==> config.mk <==
export PLATFORM = sky130hd
export DESIGN_NAME = cfg_dprio_csr_shift_ctrl
export DESIGN_NICKNAME = d
export VERILOG_FILES = /design/src/rtl/cfg_dprio_csr_pkg.sv /design/src/rtl/cfg_dprio_csr_shift_sreg.sv /design/src/rtl/cfg_dprio_csr_shift_ctrl.sv
export SDC_FILE = /design/constraint.sdc
export NUM_CORES = 1
export LEC_CHECK = 0
export ABC_AREA = 1
export CORE_UTILIZATION = 58
export CTS_BUF_LIST = sky130_fd_sc_hd__clkbuf_4 sky130_fd_sc_hd__clkbuf_8
export DETAILED_ROUTE_END_ITERATION = 12
export GPL_ROUTABILITY_DRIVEN = 0
export HOLD_SLACK_MARGIN = 0.06
export PLACE_DENSITY = 0.94
export SYNTH_ARGS = -nofsm -noshare
export SYNTH_HDL_FRONTEND = slang
export SYNTH_SLANG_ARGS = --single-unit
export TNS_END_PERCENT = 1
==> constraint.sdc <==
create_clock -name clk -period 2.58 [get_ports clk]
set_input_delay 0.387 -clock clk [delete_from_list [all_inputs] [get_ports clk]]
set_output_delay 0.387 -clock clk [all_outputs]
set_load 0.01 [all_outputs]
==> src/rtl/cfg_dprio_csr_pkg.sv <==
// Shared types for the DPRIO CSR chain shift controller.
// Holds the sequencer state encoding and the counter-width helper.
package cfg_dprio_csr_pkg;

  typedef enum logic [2:0] {
    IDLE,
    FETCH,
    SHIFT,
    DRAIN,
    FIN
  } csr_state_e;

  // Width needed to hold values 0..n-1, never narrower than one bit.
  function automatic int cnt_w(input int n);
    return (n <= 2) ? 1 : $clog2(n);
  endfunction

endpackage

==> src/rtl/cfg_dprio_csr_shift_sreg.sv <==
// Parallel-load / serial-out shift register paired with a serial-in capture register.
// Both move together whenever en is high, so capture and launch stay bit-aligned.
module cfg_dprio_csr_shift_sreg #(
  parameter int DATA_WIDTH = 16
) (
  input  logic                  clk,
  input  logic                  rst_n,
  input  logic                  load,
  input  logic [DATA_WIDTH-1:0] load_data,
  input  logic                  en,
  input  logic                  ser_in,
  output logic                  ser_out,
  output logic [DATA_WIDTH-1:0] cap_nxt_o
);

  logic [DATA_WIDTH-1:0] sreg_q, sreg_d;
  logic [DATA_WIDTH-1:0] cap_q, cap_d;

  always_comb begin
    sreg_d = sreg_q;
    cap_d  = cap_q;
    if (load) begin
      sreg_d = load_data;
    end else if (en) begin
      sreg_d = {sreg_q[DATA_WIDTH-2:0], 1'b0};
      cap_d  = {cap_q[DATA_WIDTH-2:0], ser_in};
    end
  end

  always_ff @(posedge clk or negedge rst_n) begin
    if (!rst_n) begin
      sreg_q <= '0;
      cap_q  <= '0;
    end else begin
      sreg_q <= sreg_d;
      cap_q  <= cap_d;
    end
  end

  assign ser_out   = sreg_q[DATA_WIDTH-1];
  // Exposed so the last captured bit can reach rd_data on the same edge it arrives.
  assign cap_nxt_o = cap_d;

endmodule

==> src/rtl/cfg_dprio_csr_shift_ctrl.sv <==
// Sequencer that writes NUM_REGS words into a serial CSR chain MSB first and
// returns the displaced chain contents word by word, stalling on scan shift or readback.
module cfg_dprio_csr_shift_ctrl
  import cfg_dprio_csr_pkg::*;
#(
  parameter int DATA_WIDTH = 16,
  parameter int NUM_REGS   = 1,
  parameter int BCNT_W     = cnt_w(DATA_WIDTH),
  parameter int WCNT_W     = cnt_w(NUM_REGS + 1)
) (
  input  logic                  clk,
  input  logic                  rst_n,
  input  logic                  start,
  input  logic [DATA_WIDTH-1:0] wr_data,
  input  logic                  wr_valid,
  output logic                  wr_ready,
  output logic [DATA_WIDTH-1:0] rd_data,
  output logic                  rd_valid,
  input  logic                  rd_ready,
  input  logic                  scan_shift_n,
  output logic                  csr_in_o,
  output logic                  csr_en_o,
  input  logic                  csr_out_i,
  output logic                  busy,
  output logic                  done
);

  csr_state_e            state_q, state_d;
  logic [BCNT_W-1:0]     bcnt_q, bcnt_d;
  logic [WCNT_W-1:0]     wcnt_q, wcnt_d;
  logic                  busy_q, busy_d;
  logic                  done_q, done_d;
  logic                  rd_valid_q, rd_valid_d;
  logic [DATA_WIDTH-1:0] rd_data_q, rd_data_d;
  logic                  sreg_load, shift_en, sreg_msb;
  logic [DATA_WIDTH-1:0] cap_nxt;

  // A chain bit only moves while shifting and the ATPG scan is not borrowing the chain.
  assign shift_en = (state_q == SHIFT) && scan_shift_n;

  cfg_dprio_csr_shift_sreg #(
    .DATA_WIDTH(DATA_WIDTH)
  ) u_sreg (
    .clk      (clk),
    .rst_n    (rst_n),
    .load     (sreg_load),
    .load_data(wr_data),
    .en       (shift_en),
    .ser_in   (csr_out_i),
    .ser_out  (sreg_msb),
    .cap_nxt_o(cap_nxt)
  );

  always_comb begin
    state_d    = state_q;
    bcnt_d     = bcnt_q;
    wcnt_d     = wcnt_q;
    busy_d     = busy_q;
    done_d     = 1'b0;
    rd_valid_d = rd_valid_q;
    rd_data_d  = rd_data_q;
    sreg_load  = 1'b0;
    case (state_q)
      IDLE: begin
        if (start) begin
          state_d = FETCH;
          busy_d  = 1'b1;
          wcnt_d  = '0;
        end
      end
      FETCH: begin
        if (wr_valid) begin
          sreg_load = 1'b1;
          bcnt_d    = '0;
          state_d   = SHIFT;
        end
      end
      SHIFT: begin
        if (shift_en) begin
          bcnt_d = bcnt_q + 1'b1;
          if (bcnt_q == BCNT_W'(DATA_WIDTH - 1)) begin
            state_d    = DRAIN;
            rd_valid_d = 1'b1;
            rd_data_d  = cap_nxt;
          end
        end
      end
      DRAIN: begin
        if (rd_ready) begin
          rd_valid_d = 1'b0;
          wcnt_d     = wcnt_q + 1'b1;
          if (wcnt_q == WCNT_W'(NUM_REGS - 1)) begin
            state_d = FIN;
            done_d  = 1'b1;
            busy_d  = 1'b0;
          end else begin
            state_d = FETCH;
          end
        end
      end
      FIN: begin
        state_d = IDLE;
      end
      default: begin
        state_d = IDLE;
      end
    endcase
  end

  always_ff @(posedge clk or negedge rst_n) begin
    if (!rst_n) begin
      state_q    <= IDLE;
      bcnt_q     <= '0;
      wcnt_q     <= '0;
      busy_q     <= 1'b0;
      done_q     <= 1'b0;
      rd_valid_q <= 1'b0;
      rd_data_q  <= '0;
    end else begin
      state_q    <= state_d;
      bcnt_q     <= bcnt_d;
      wcnt_q     <= wcnt_d;
      busy_q     <= busy_d;
      done_q     <= done_d;
      rd_valid_q <= rd_valid_d;
      rd_data_q  <= rd_data_d;
    end
  end

  assign wr_ready = (state_q == FETCH);
  assign csr_en_o = shift_en;
  assign csr_in_o = (state_q == SHIFT) && sreg_msb;
  assign rd_valid = rd_valid_q;
  assign rd_data  = rd_data_q;
  assign busy     = busy_q;
  assign done     = done_q;

endmodule

==> Word-level counts from Yosys, hierarchy flattened <==
Cells that the tools add are included.
{ "totals": {"reg_bits": 59, "latchBits": 0, "ram_bits": 0, "romBits": 0, "word_cells": 64, "n_memories": 0} }
{ "op_classes": {"addsub": 2, "multipliers": 0, "n_div": 0, "order_cmp": 0, "eq_ne": 10, "shift": 0, "muxes": 30, "n_bitwise": 0, "reduce_logical": 13} }
{ "op_table": {"columns": ["cell", "n"], "rows": [
  ["two-way mux 16 bit", 4],
  ["two-way mux 3 bit", 6],
  ["two-way mux 1 bit", 13],
  ["case mux 3 bit (4 select lines)", 1],
  ["inequality test 2 bit (second input constant)", 5],
  ["AND reduction 3 bit", 3],
  ["two-way mux 4 bit", 2],
  ["case mux 4 bit (2 select lines)", 1],
  ["AND reduction 4 bit", 2],
  ["nonzero test 2 bit", 4],
  ["== test 3 x 2 -> 1 bit (second input constant)", 2],
  ["case mux 1 bit (2 select lines)", 3],
  ["AND reduction 5 bit", 1],
  ["adder 4 x 1 -> 4 bit (second input constant)", 1],
  ["== test 4 bit (second input constant)", 1],
  ["== test 3 x 1 -> 1 bit (second input constant)", 1],
  ["logical NOT 3 bit", 1],
  ["logical AND 1 bit", 2],
  ["inequality test 2 x 1 -> 1 bit (second input constant)", 1],
  ["adder 1 bit (second input constant)", 1]
]} }

==> Longest topological paths before layout <==
{ "depth": {"ltp_word": 4, "depth_mapped": 10, "depth_no_buf": 9} }

==> Hierarchy <==
From an unflattened synthesis, not the netlist that was laid out.
{ "hier_totals": {"hier_cells": 312, "area_unflattened_um2": 2727.6} }
{ "by_module_without_submodules": {"columns": ["module", "n_inst", "cells_per_inst", "area_per_inst_um2", "seq_area_each_um2"], "rows": [
  ["cfg_dprio_csr_shift_sreg", 1, 156, 1397.6, 800.8],
  ["cfg_dprio_csr_shift_ctrl", 1, 156, 1330.0, 675.6]
]} }

==> Worst setup path after synthesis <==
OpenSTA, ideal clock, no wires.
{ "synth_timing": {"path_kind": "register to output", "start": "register state_q[2]", "end": "output port csr_en_o", "arrival_time_ns": 1.067, "t_required_ns": 2.193, "slack_ns": 1.126, "stages_incl_launch_ff": 8, "path_buffers": 2, "path_cell_list": "dfrtp_1 inv_1 nand2_2 nor2_4 nand2_4 inv_2 buf_6 buf_6"} }
{ "synth_via": {"elab_chain_len": 2} }
{ "synth_rtl": {"columns": ["element", "line", "text"], "rows": [
  ["start: declaration", "cfg_dprio_csr_shift_ctrl.sv:28", "csr_state_e state_q, state_d;"],
  ["start signal: assignment", "cfg_dprio_csr_shift_ctrl.sv:120", "state_q <= state_d;"],
  ["== test 3 x 2 -> 1 bit", "cfg_dprio_csr_shift_ctrl.sv:39", "assign shift_en = (state_q == SHIFT) && scan_shift_n;"],
  ["logical AND 1 bit", "cfg_dprio_csr_shift_ctrl.sv:39", null],
  ["end: declaration", "cfg_dprio_csr_shift_ctrl.sv:22", "output logic csr_en_o,"]
]} }
Every way passes these cells.

==> Final worst setup path <==
{ "layout_timing": {"start": "register state_q[1]", "end": "output port csr_in_o"} }
{ "layout_via": {"elab_chain_len": 2} }
{ "layout_rtl": {"columns": ["element", "line", "text"], "rows": [
  ["== test 3 x 2 -> 1 bit", "cfg_dprio_csr_shift_ctrl.sv:132", "assign csr_in_o = (state_q == SHIFT) && sreg_msb;"],
  ["logical AND 1 bit", "cfg_dprio_csr_shift_ctrl.sv:132", null],
  ["end: declaration", "cfg_dprio_csr_shift_ctrl.sv:21", "output logic csr_in_o,"]
]} }
Every way passes these cells.

==> run metrics <==
total wire length 5660 um; most frequent cells after synthesis nand2_1 (168), dfrtp_1 (59), nand3_1 (17), inv_1 (16), nor2_1 (9); I/O pin total 45; share of layout cells above drive strength 1 8.08%; Mapped Cells 306; post-synth top area share 57.7%; Fin Clk Skew 0.00584 ns; Seq cells post-synth 59; peak supply drop 0.438 mV; Synth Flop Type dfrtp_1; fraction of registers with async set/reset 100%; die height 68.4 um; Yosys cell types 21; Overflow after GRT 0; Synth Area per Inst 8.36 um2; Ant. Diodes 0; initial antenna violation count 0; NetSw 1040 uW; clk root buf clkbuf_8; Final Hold Viols 0; Initial DRC Count 188; Data arrival, critical path 1.73 ns; WP data required 2.19 ns; CP max FO 5; max_cap viols 0; synthesis warning total 0; area grow syn2layout 26.0%; Setup violations, final 0; post-route ant nets 0; DR WL/cell 13.8 um; worst hold-check path type in -> async; post-DR vias/cell 5.24; nets 378; hpwl dp 3430 um; largest net degree at the start of global routing 32; Resized cells post-CTS 0; hold_buf cts 0; Slew HR 54.3%; Die W 68.4 um; period utilization 81.9%; CTS tree built; DIE AREA 4680 um2; Crit Path Class reg -> out; net count after synthesis 330; min cycle time layout 2.11 ns; FMAX 473 MHz; Num CTS Buffers 9; clock sink count 59; vias in the first global route 2,088; slowest stage delay, CP 0.53 ns; global-route wire length before repair 9180 um; RSZ-0062 raised after global routing false; slowest CP cell clkdlybuf4s50_1; # rows 23; sequential share of power 42.9%; CP Cell Sequence inv_1, nor2_1, nand2_1, nor2_1, clkdlybuf4s50_1; final-report max-slew violation count 0; Finished Core Util 78.3%; CP Capture Type output pin; Fillers 278; Initial Utilization 62.1%; # H-tree levels 3; sw frac 34.4%; Clock Latency Late Sink 0.33 ns; CP startpoint kind flop; Pwr Density 935 nW/um2; All-Layer GR Usage 28.2%; register area share after synthesis 57.7%; CP dominant cell by count nor2_1; Final Power 3010 uW; most common cell in the netlist nand2_1; area leader, netlist dfrtp_1; mapped cell area 2560 um2; Tightest Pin Transition 0.685 ns; DRC viols 0; Post-synth EDFFs 0; Setup Buffers After CTS 0; Clk pwr share 29.1%; outcome finished, final reports clean; clock tree buffer depth 2; part of the power in combinational logic 28.0%; PortBufs 44; Vias 2,143; DRT Pass-1 Iters 4; Leak 0.00174 uW; Synth area leaders dfrtp_1 (58%), nand2_1 (25%), nand3_1 (3.3%), inv_1 (2.3%), buf_6 (1.8%); Clock transition at path regs 0.06 ns; total core area 4120 um2; P_int 1980 uW; setup TNS 0 ns
## cell families (layout without fill, tap and decap cells)
family / Yosys count / count (layout) / share of synthesized area [%]
DFF: 59 / 59 / 57.7
xor gates and xnor gates: 1 / 1 / 0.343
buffers and inverters: 30 / 83 / 6.07
and+or+nand+nor: 202 / 202 / 32.4
AOI/OAI and AO/OA: 13 / 13 / 2.98
adders and majority gates: 1 / 1 / 0.489
## placed cells by master, fill, tap and decap left out
cell / Yosys / layout
clkdlybuf4s50_1: 0 / 43
buf_2: 4 / 1
xor2_1: 1 / 1
nor2_8: 1 / 1
clkinvlp_4: 0 / 1
bufinv_16: 0 / 1
nand2_1: 168 / 168
inv_1: 16 / 16
nand2_4: 2 / 2
clkinv_1: 1 / 1
nor2_1: 9 / 9
nand2_2: 1 / 1
nand4_1: 2 / 2
buf_4: 2 / 2
dfrtp_1: 59 / 59
ha_1: 1 / 1
nand3_1: 17 / 17
clkinv_2: 0 / 2
inv_2: 3 / 3
buf_12: 0 / 1
o22ai_1: 1 / 1
nor2_4: 1 / 1
or2_2: 1 / 1
o211ai_1: 4 / 4
clkbuf_8: 0 / 12
o21ai_0: 8 / 8
## through the flow
stage / std cells / hold WS (ns) / setup slack, ns / cell area, um2
6_report: 409 / 0.0933 / 0.467 / 3220
4_1_cts: 409 / 0.0937 / 0.454 / 3220
2_1_floorplan: 306 / 0.0914 / 1.13 / 2560
5_1_grt: 409 / 0.115 / 0.323 / 3220
3_3_place_gp: 393 / 0.455 / 0.640 / 3010
3_5_place_dp: 393 / 0.459 / 0.587 / 3010
## sequential cells by signal (all words and copies together) (netlist names)
name	flops
wcnt_q	1
rd_valid	1
u_sreg.cap_q	16
busy	1
done	1
bcnt_q	4
state_q	3
u_sreg.sreg_q	16
rd_data	16
## routing by layer
layer | global-route usage [%] | up-vias | wire, um
li1 | - | 1040 | -
met1 | 33.6 | 992 | 2350
met2 | 44.7 | 99 | 2820
met3 | 10.7 | 12 | 380
met4 | 13.3 | 0 | 103
met5 | 0 | - | 0
## power by group through the flow
| stage | registers, uW | clock network, uW | logic [uW] |
|---|---|---|---|
| finish | 1290 | 877 | 844 |
| floorplan | 1250 | 0 | 628 |
| CTS | 1280 | 896 | 840 |
| detailed placement | 1290 | 0 | 815 |
| global placement | 1280 | 0 | 776 |
| global route | 1310 | 944 | 957 |
## final cells by class
cell class,instances,area (um2),area share [%]
Clock buffer,12,165,5.12
Clock inverter,4,47.5,1.48
Inverter,20,75.1,2.33
Multi-Input combinational cell,217,926,28.7
Sequential cell,59,1480,45.8
Tap cell,50,62.6,1.94
Timing Repair Buffer,47,470,14.6
## worst max-delay path, delay by kind of cell (launching register included)
family	cells	cell delay, ns
flip-flops	1	0.42
buffers and inverters	2	0.60
AND/OR/NAND/NOR	3	0.38
## final timing paths
| check | start | endpoint | slack, ns | depth (start not counted) |
|---|---|---|---|---|
| worst max-delay path | state_q[1]$_DFFE_PN0P_ | csr_in_o | 0.47 | 5 |
| worst min-delay path | rst_n | u_sreg.sreg_q[14]$_DFFE_PN0P_ | 0.09 | 1 |
| worst max register to register | state_q[2]$_DFFE_PN0P_ | u_sreg.sreg_q[10]$_DFFE_PN0P_ | 0.72 | 6 |
| worst min register to register | rd_data[15]$_DFFE_PN0P_ | rd_data[15]$_DFFE_PN0P_ | 0.48 | 2 |
| max in group asynchronous | rst_n | rd_data[5]$_DFFE_PN0P_ | 1.89 | 2 |
| min in group clk | rd_data[15]$_DFFE_PN0P_ | rd_data[15]$_DFFE_PN0P_ | 0.48 | 2 |
(Power assumes the default switching activity.)
